File: config.mk
export PLATFORM = sky130hd
export DESIGN_NAME = edf_fifo_sched
export DESIGN_NICKNAME = d
export VERILOG_FILES = /design/src/rtl/edf_fifo_sched.sv
export SDC_FILE = /design/constraint.sdc
export NUM_CORES = 1
export LEC_CHECK = 0
export ABC_CLOCK_PERIOD_IN_PS = 7000
export CORE_ASPECT_RATIO = 0.75
export CORE_UTILIZATION = 52
export CTS_BUF_LIST = sky130_fd_sc_hd__clkbuf_8 sky130_fd_sc_hd__clkbuf_16
export DETAILED_ROUTE_END_ITERATION = 8
export GPL_TIMING_DRIVEN = 1
export HOLD_SLACK_MARGIN = 0.03
export PLACE_DENSITY_LB_ADDON = 0.2
export SYNTH_ARGS = -nofsm -noshare
export SYNTH_HDL_FRONTEND = slang
export SYNTH_HIERARCHICAL = 1
export SYNTH_SLANG_ARGS = --single-unit
File: constraint.sdc
create_clock -name clk -period 7 [get_ports clk]
set_clock_uncertainty 0.05 [all_clocks]
set_input_delay 0.7 -clock clk [delete_from_list [all_inputs] [get_ports clk]]
set_output_delay 0.7 -clock clk [all_outputs]
set_load 0.02 [all_outputs]
File: src/rtl/edf_fifo_sched.sv
// Earliest-deadline-first scheduler over NUM_Q sync FIFOs: prefetches each FIFO head into a slot and
// presents the held head with the earliest (wrap-safe) deadline. Optional macro: EDF_LATE_DROP_EN.

module edf_slot #(
  parameter int DATA_W = 16
) (
  input  logic              clk,
  input  logic              rst_n,
  input  logic              fifo_empty,
  input  logic [DATA_W-1:0] rd_data,
  input  logic              pop,
  output logic              rd_en,
  output logic              held,
  output logic [DATA_W-1:0] head
);

  typedef enum logic [1:0] {S_EMPTY, S_FETCH, S_LAND, S_HOLD} slot_state_e;

  slot_state_e state, state_nxt;

  always_comb begin
    state_nxt = state;
    case (state)
      S_EMPTY: if (!fifo_empty) state_nxt = S_FETCH;
      S_FETCH: state_nxt = S_LAND;
      S_LAND:  state_nxt = S_HOLD;
      S_HOLD:  if (pop) state_nxt = fifo_empty ? S_EMPTY : S_FETCH;
      default: state_nxt = S_EMPTY;
    endcase
  end

  // rd_en is a flop that is high exactly while the slot sits in S_FETCH.
  always_ff @(posedge clk or negedge rst_n) begin
    if (!rst_n) begin
      state <= S_EMPTY;
      rd_en <= 1'b0;
      head  <= '0;
    end else begin
      state <= state_nxt;
      rd_en <= (state_nxt == S_FETCH);
      if (state == S_LAND) head <= rd_data;
    end
  end

  assign held = (state == S_HOLD);

endmodule

module edf_fifo_sched #(
  parameter int NUM_Q  = 4,
  parameter int DATA_W = 16,
  parameter int TS_W   = 6,
  parameter int QID_W  = 2
) (
  input  logic                    clk,
  input  logic                    rst_n,
  input  logic [NUM_Q-1:0]        fifo_empty,
  input  logic [NUM_Q*DATA_W-1:0] fifo_rd_data,
  output logic [NUM_Q-1:0]        fifo_rd_en,
  input  logic [TS_W-1:0]         cur_time,
  output logic                    out_valid,
  input  logic                    out_ready,
  output logic [DATA_W-1:0]       out_data,
  output logic [QID_W-1:0]        out_qid,
  output logic                    late_drop
);

  logic [NUM_Q-1:0]             held, elig, expired, drop_vec, grant_vec, pop;
  logic [NUM_Q-1:0][DATA_W-1:0] head;
  logic [NUM_Q-1:0][TS_W-1:0]   ts;
  logic                         load, win_vld;
  logic [QID_W-1:0]             win;

  // a is earlier than b when the modular difference lands in the upper half.
  function automatic logic earlier(input logic [TS_W-1:0] a, input logic [TS_W-1:0] b);
    logic [TS_W-1:0] d;
    d = a - b;
    return d[TS_W-1];
  endfunction

  for (genvar g = 0; g < NUM_Q; g++) begin : g_slot
    edf_slot #(.DATA_W(DATA_W)) u_slot (
      .clk        (clk),
      .rst_n      (rst_n),
      .fifo_empty (fifo_empty[g]),
      .rd_data    (fifo_rd_data[g*DATA_W +: DATA_W]),
      .pop        (pop[g]),
      .rd_en      (fifo_rd_en[g]),
      .held       (held[g]),
      .head       (head[g])
    );
    assign ts[g] = head[g][DATA_W-1 -: TS_W];
  end

`ifdef EDF_LATE_DROP_EN
  always_comb begin
    expired = '0;
    for (int i = 0; i < NUM_Q; i++)
      expired[i] = held[i] && earlier(ts[i], cur_time);
  end
  // Only the lowest expired slot is discarded per cycle.
  assign drop_vec = expired & (~expired + NUM_Q'(1));

  always_ff @(posedge clk or negedge rst_n) begin
    if (!rst_n) late_drop <= 1'b0;
    else        late_drop <= |drop_vec;
  end
`else
  logic unused_cur_time;
  assign unused_cur_time = ^cur_time;
  assign expired   = '0;
  assign drop_vec  = '0;
  assign late_drop = 1'b0;
`endif

  assign elig = held & ~expired;
  assign load = !out_valid || out_ready;

  // Strictly-earlier replacement keeps the lower index on equal deadlines.
  always_comb begin
    win_vld = 1'b0;
    win     = '0;
    for (int i = 0; i < NUM_Q; i++) begin
      if (elig[i] && (!win_vld || earlier(ts[i], ts[win]))) begin
        win_vld = 1'b1;
        win     = QID_W'(i);
      end
    end
  end

  always_comb begin
    grant_vec = '0;
    if (load && win_vld) grant_vec[win] = 1'b1;
  end

  assign pop = grant_vec | drop_vec;

  always_ff @(posedge clk or negedge rst_n) begin
    if (!rst_n) begin
      out_valid <= 1'b0;
      out_data  <= '0;
      out_qid   <= '0;
    end else if (load) begin
      out_valid <= win_vld;
      if (win_vld) begin
        out_data <= head[win];
        out_qid  <= win;
      end
    end
  end

endmodule
Yosys cells after proc, flatten, opt, wreduce, memory -nomap -nowiden
Cells that the tools add are included.
- add/sub/neg operators: 3
- order comparisons: 4
- eq/ne operators: 16
- multiplexer cells: 32
- reduce and logical (&&, ||, !) cells: 18
- operators with widths (operator ; number):
    $bmux W16 S2 ; 1
    $pmux W2 S4 ; 4
    $bmux W6 S2 ; 2
    $mux W2 ; 10
    $sub A6 B6 Y6 ; 3
    $eq A2 B1 Y1 const B ; 8
    $eq A2 B2 Y1 const B ; 8
    $mux W16 ; 1
    $mux W6 ; 2
    $mux W1 ; 10
    $logic_not A2 Y1 ; 4
    $lt A2 B3 Y1 const B ; 2
    $logic_and A1 B1 Y1 ; 5
    $logic_not A1 Y1 ; 4
    $logic_or A1 B1 Y1 ; 4
    $mux W4 ; 1
    $lt A1 B3 Y1 const B ; 1
    $demux W1 S2 ; 1
    $ge A2 B1 Y1 const B ; 1
    $reduce_and A2 Y1 ; 1
- register bits: 95
- output and inout port bits: 24
- logic and storage cells: 88

Logic depth before layout (Yosys ltp)
- depth after elaboration: 26
- gate-level depth with buffers: 29
- depth with buffers taken out: 26

By module
The synthesis kept the hierarchy.
- by module, submodules not included (module ; instances ; cells an instance ; area an instance (um^2)):
    edf_slot ; 4 ; 46 ; 779.5
    edf_fifo_sched ; 1 ; 227 ; 1834.3

Worst setup path after synthesis
OpenSTA, ideal clock, no wires.
- path kind: reg-to-reg
- from: reg g_slot[0].u_slot.head[14]
- to: reg g_slot[0].u_slot.state[1]
- arrival: 5.599 ns
- data required time: 6.831 ns
- path slack: 1.232 ns
- cell stages (with the launch flop): 30
- path buffers: 3
- path through: dfrtp_1 inv_1 ha_1 a21oi_1 nor2_1 a22o_1 nor3_1 buf_2 mux2i_1 ha_1 a21oi_1 o21ai_0 a31oi_1 xnor2_1 o21ai_1 buf_2 nand2_1 o21ai_0 ha_1 a21o_1 a21o_1 a21o_1 nor4_1 mux2i_2 a21o_1 a31o_2 buf_6 nor3_1 nand3_1 and2_1
- cells in the longest elaborated chain, start to end: 23
- elaborated cells between the ends (all ways): 30
- RTL lines (what ; line ; text):
    from (decl) ; 14 ; output logic [DATA_W-1:0] head
    from (signal assigned) ; 41 ; if (state == S_LAND) head <= rd_data;
    $sub A6 B6 Y6 ; 77 ; d = a - b;
    $logic_or A1 B1 Y1 ; 124 ; if (elig[i] && (!win_vld || earlier(ts[i], ts[win]))) begin
    $logic_and A1 B1 Y1 ; 124 ;
    $mux W1 ; 124 ;
    $bmux W6 S2 ; 124 ;
    $mux W6 (not written as such) ; 124 ;
    $sub A6 B6 Y6 ; 77 ;
    $logic_or A1 B1 Y1 ; 124 ;
    [9 not listed] ; n/a ;
    $logic_and A1 B1 Y1 (not written as such) ; 133 ; if (load && win_vld) grant_vec[win] = 1'b1;
    $mux W1 (not written as such) ; 133 ;
    $demux W1 S2 ; 133 ;
    $mux W4 * ; 133 ;
    via grant_vec[0] ; 68 ; logic [NUM_Q-1:0] held, elig, expired, drop_vec, grant_vec, pop;
    $mux W2 * ; 27 ; S_HOLD: if (pop) state_nxt = fifo_empty ? S_EMPTY : S_FETCH;
    $pmux W2 S4 * ; 23 ; case (state)
    via g_slot[0].u_slot.state_nxt[1] ; 19 ; slot_state_e state, state_nxt;
    to (signal assigned) ; 39 ; state <= state_nxt;
    to (decl) ; 19 ;
Mark *: on every way through the listed nets, which the timed path passes. The rest lies on a longest branch. The select of a mux whose other input is x is not followed.
A chain may end at the register's enable or synchronous reset.

Worst setup path after layout
Same ends and word-level chain as after synthesis.

==> results.py <==
metrics = {
    "drt": {
        "dr.pass1.iters": 4,
        "drc": 0,
        "viasPerCell": 5.41,
        "wl_per_cell_um": 16.2,
        "drt-initial-drc-count": 133,
        "finalWirelength_mm": 10.2,
        "postRouteAntennaNets": 0,
        "vias": 3417,
    },
    "synthesis": {
        "synthArstFlopShare_pct": 100,
        "postSynthCellCount": 411,
        "dominantRegCellSynth": "dfrtp_1",
        "ys_seq_area_share_pct": 48.0,
        "synthesis.area_sq_mm": 0.00495,
        "synthTopCellsByArea": "dfrtp_1, mux2_4, mux2_2, nand2_1, mux2i_1",
        "synth_seq_cells": 95,
        "synth_cell_type_count": 48,
        "syn_area_per_cell_sq_um": 12.0,
        "yosysTopAreaCell": "dfrtp_1",
        "syn_nets": 500,
        "synth.most_common_cell": "dfrtp_1",
        "yosys_warnings": 6,
        "synth_edf_count": 0,
        "yosysTopAreaCellShare_pct": 48.0,
        "synth_commonest_cells": "dfrtp_1, nand2_1, mux2_4",
    },
    "critical_path": {
        "path_depth": 27,
        "critPathKind": "flop to flop",
        "startpoint": "g_slot[0].u_slot/head[14]$_DFFE_PN0P_",
        "cp.arrival_ns": 6.50,
        "rr_endpoint": "g_slot[0].u_slot/state[1]$_DFF_PN0_",
        "worst-path-buf-inv": 2,
        "path_max_fanout": 20,
        "r2r_start": "g_slot[0].u_slot/head[14]$_DFFE_PN0P_",
        "path_delay_family": "compound AO/OA/AOI/OAI gates",
        "reg2reg_depth": 27,
        "crit_path_end_kind": "flop",
        "slowest_delay_ns": 0.42,
        "ff2ff_setup_slack_ns": 0.67,
        "worstSetupStartpointType": "flop",
        "cp.required_ns": 7.17,
        "crit_end": "g_slot[0].u_slot/state[1]$_DFF_PN0_",
        "worst_path_max_delay_cell": "a31o_2",
        "worst_path_most_repeated_cell": "a21o_1",
    },
    "floorplanning": {
        "dieArea_sq_mm": 0.00992,
        "row_count": 30,
        "start_util_pct": 54.1,
        "die_w_um": 115,
        "die-height_um": 86.5,
        "num_io_pins": 101,
        "core_area_sq_mm": 0.00916,
    },
    "place": {
        "io_buffers": 93,
        "dpl_cell_area_sq_mm": 0.00588,
        "gp_congestion": 0.830,
        "hpwl_mm": 7.57,
    },
    "outcome": {
        "status": "complete, no violations",
    },
    "layout": {
        "syn2layout_area_growth_pct": 25.1,
        "fin_area_sq_mm": 0.00619,
        "final_util_pct": 67.6,
        "layout-drive-gt1-share_pct": 23.6,
        "nets": 588,
        "num-fill-cells": 708,
        "multi_input_area_sq_mm": 0.00238,
        "ff_latch_area_sq_mm": 0.00238,
        "n_antenna_cell": 0,
    },
    "clock_network": {
        "clock_sinks": 95,
        "clockBufferDepth": 2,
        "clockRootBuffer": "clkbuf_16",
        "insertion_delay_ns": 0.34,
        "cts_hold_repair.buffers": 0,
        "post_cts_resized": 0,
        "post_cts.repair.setup_buffers": 0,
        "cts.clk_slew.worst_paths_ns": 0.07,
        "cts_tree": "built",
        "cts_made_buffers": 9,
        "h-tree-depth": 3,
    },
    "global_routing": {
        "top_usage_layer": "met2",
        "grt_util_met1_pct": 29.1,
        "grt_start_max_net_pins": 59,
        "grt_pass1_vias": 3598,
        "grt_antenna_before_repair": 0,
        "grt_util_met3_pct": 5.45,
        "grt_first_pass_wirelength_mm": 17.2,
        "grt_use_met2_pct": 38.8,
        "track_usage_pct": 22.8,
        "grt.overflow.total": 0,
    },
    "timing": {
        "timing.slew.headroom_pct": 20.7,
        "fin_setup_tns_ns": 0,
        "drv_slew": 0,
        "holdWs_ns": 0.276,
        "post-route-period-util_pct": 90.4,
        "hold_violations": 0,
        "finalSetupViolations": 0,
        "worst_slew_pin_slew_ns": 1.18,
        "fmax_mhz": 158,
        "finalCriticalPeriod_ns": 6.33,
    },
    "job": {
        "cap_viol_max_count": 0,
    },
    "hold_path": {
        "hold_class": "input port to async pin",
    },
}
worst register-to-register path: stages, from the launching register on:
cell     delay, ns
dfrtp_1       0.37
inv_1         0.05
ha_1          0.36
a21oi_2       0.22
nor2_1        0.06
a22o_1        0.27
nor3_2        0.14
buf_4         0.29
mux2i_1       0.27
ha_1          0.29
a21oi_1       0.14
o21ai_0       0.14
a31oi_1       0.28
xnor2_2       0.18
o21ai_4       0.29
nand2_1       0.08
o21ai_0       0.15
ha_1          0.32
a21o_1        0.17
a21o_1        0.17
a21o_1        0.22
nor3_1        0.31
mux2i_2       0.16
a21o_1        0.20
a31o_2        0.42
nor3_1        0.29
nand3_1       0.13
and2_1        0.18
per-layer routing:
metal  up-vias  routed length, um
met5         -                  0
met4         0                116
met3        10                492
met2        90               4980
met1      1665               4650
li1       1652                  -
through the flow:
step	cells	setup WS (ns)
2_1_floorplan	411	1.23
3_3_place_gp	616	0.703
3_5_place_dp	616	0.500
4_1_cts	632	0.395
5_1_grt	632	-0.0146
6_report	632	0.671
registers in the layout, summed over array words and instances (netlist names):
name and flops:
g_slot.u_slot/state 8, g_slot.u_slot/rd_en 4, out_data 16, g_slot.u_slot/head 64, out_valid 1, out_qid 2
area by class of cell:
type	instances	share of cell area (%)
multi-input cells	289	38.5
flip-flops and latches	95	38.4
inverters	7	0.424
clock inverters	7	1.01
clock buffers	9	3.64
well taps	128	2.59
repair buffers	97	15.5
placed cells by master (no fill, tap or decap), types with 2 or more instances in the layout:
cell type,Yosys,routed
a211o_1,2,2
a21o_1,4,4
a21oi_1,11,10
a31o_2,3,3
a31oi_1,3,3
and2_1,7,7
and2_2,4,4
buf_4,1,5
clkbuf_16,0,9
clkdlybuf4s50_1,0,92
clkinv_4,0,3
dfrtp_1,95,95
ha_1,12,12
inv_1,7,7
inv_8,0,2
mux2_2,25,25
mux2_4,40,40
mux2i_1,16,16
nand2_1,55,55
nand2b_1,3,3
nand3_1,12,12
nand4_1,4,4
nor2_1,13,13
nor2b_1,4,4
nor2b_2,4,4
nor3_1,4,3
o21a_1,4,4
o21ai_0,18,18
o21ai_1,3,2
o221ai_1,7,7
o221ai_2,7,7
o22a_1,3,3
or2_2,5,5
worst min-delay path by stage:
| stage | to | cells past startpoint | startpoint | slack, ns |
|---|---|---|---|---|
| 3_3_place_gp | out_data[4]$_DFFE_PN0P_ | 2 | out_data[4]$_DFFE_PN0P_ | 0.42 |
| 5_1_grt | g_slot[1].u_slot/state[1]$_DFF_PN0_ | 1 | rst_n | 0.31 |
| 4_1_cts | g_slot[2].u_slot/state[0]$_DFF_PN0_ | 1 | rst_n | 0.28 |
| 6_report | g_slot[1].u_slot/state[1]$_DFF_PN0_ | 1 | rst_n | 0.28 |
| 3_5_place_dp | out_data[12]$_DFFE_PN0P_ | 2 | out_data[12]$_DFFE_PN0P_ | 0.43 |
| 2_1_floorplan | g_slot[0].u_slot/head[0]$_DFFE_PN0P_ | 0 | rst_n | 0.35 |
cells by family after synthesis:
logic type               share of synthesized area, %
AND/OR/NAND/NOR                                  11.8
flip-flops                                       48.0
buffers and inverters                            4.55
XOR/XNOR                                        0.531
adder cells (fa/ha/maj)                          3.03
AO/OA/AOI/OAI                                    10.6
multiplexers                                     21.3
other                                          0.0757
Power is not shown: default switching activity piles up to over one toggle a cycle in this logic, so the estimate is an artifact.
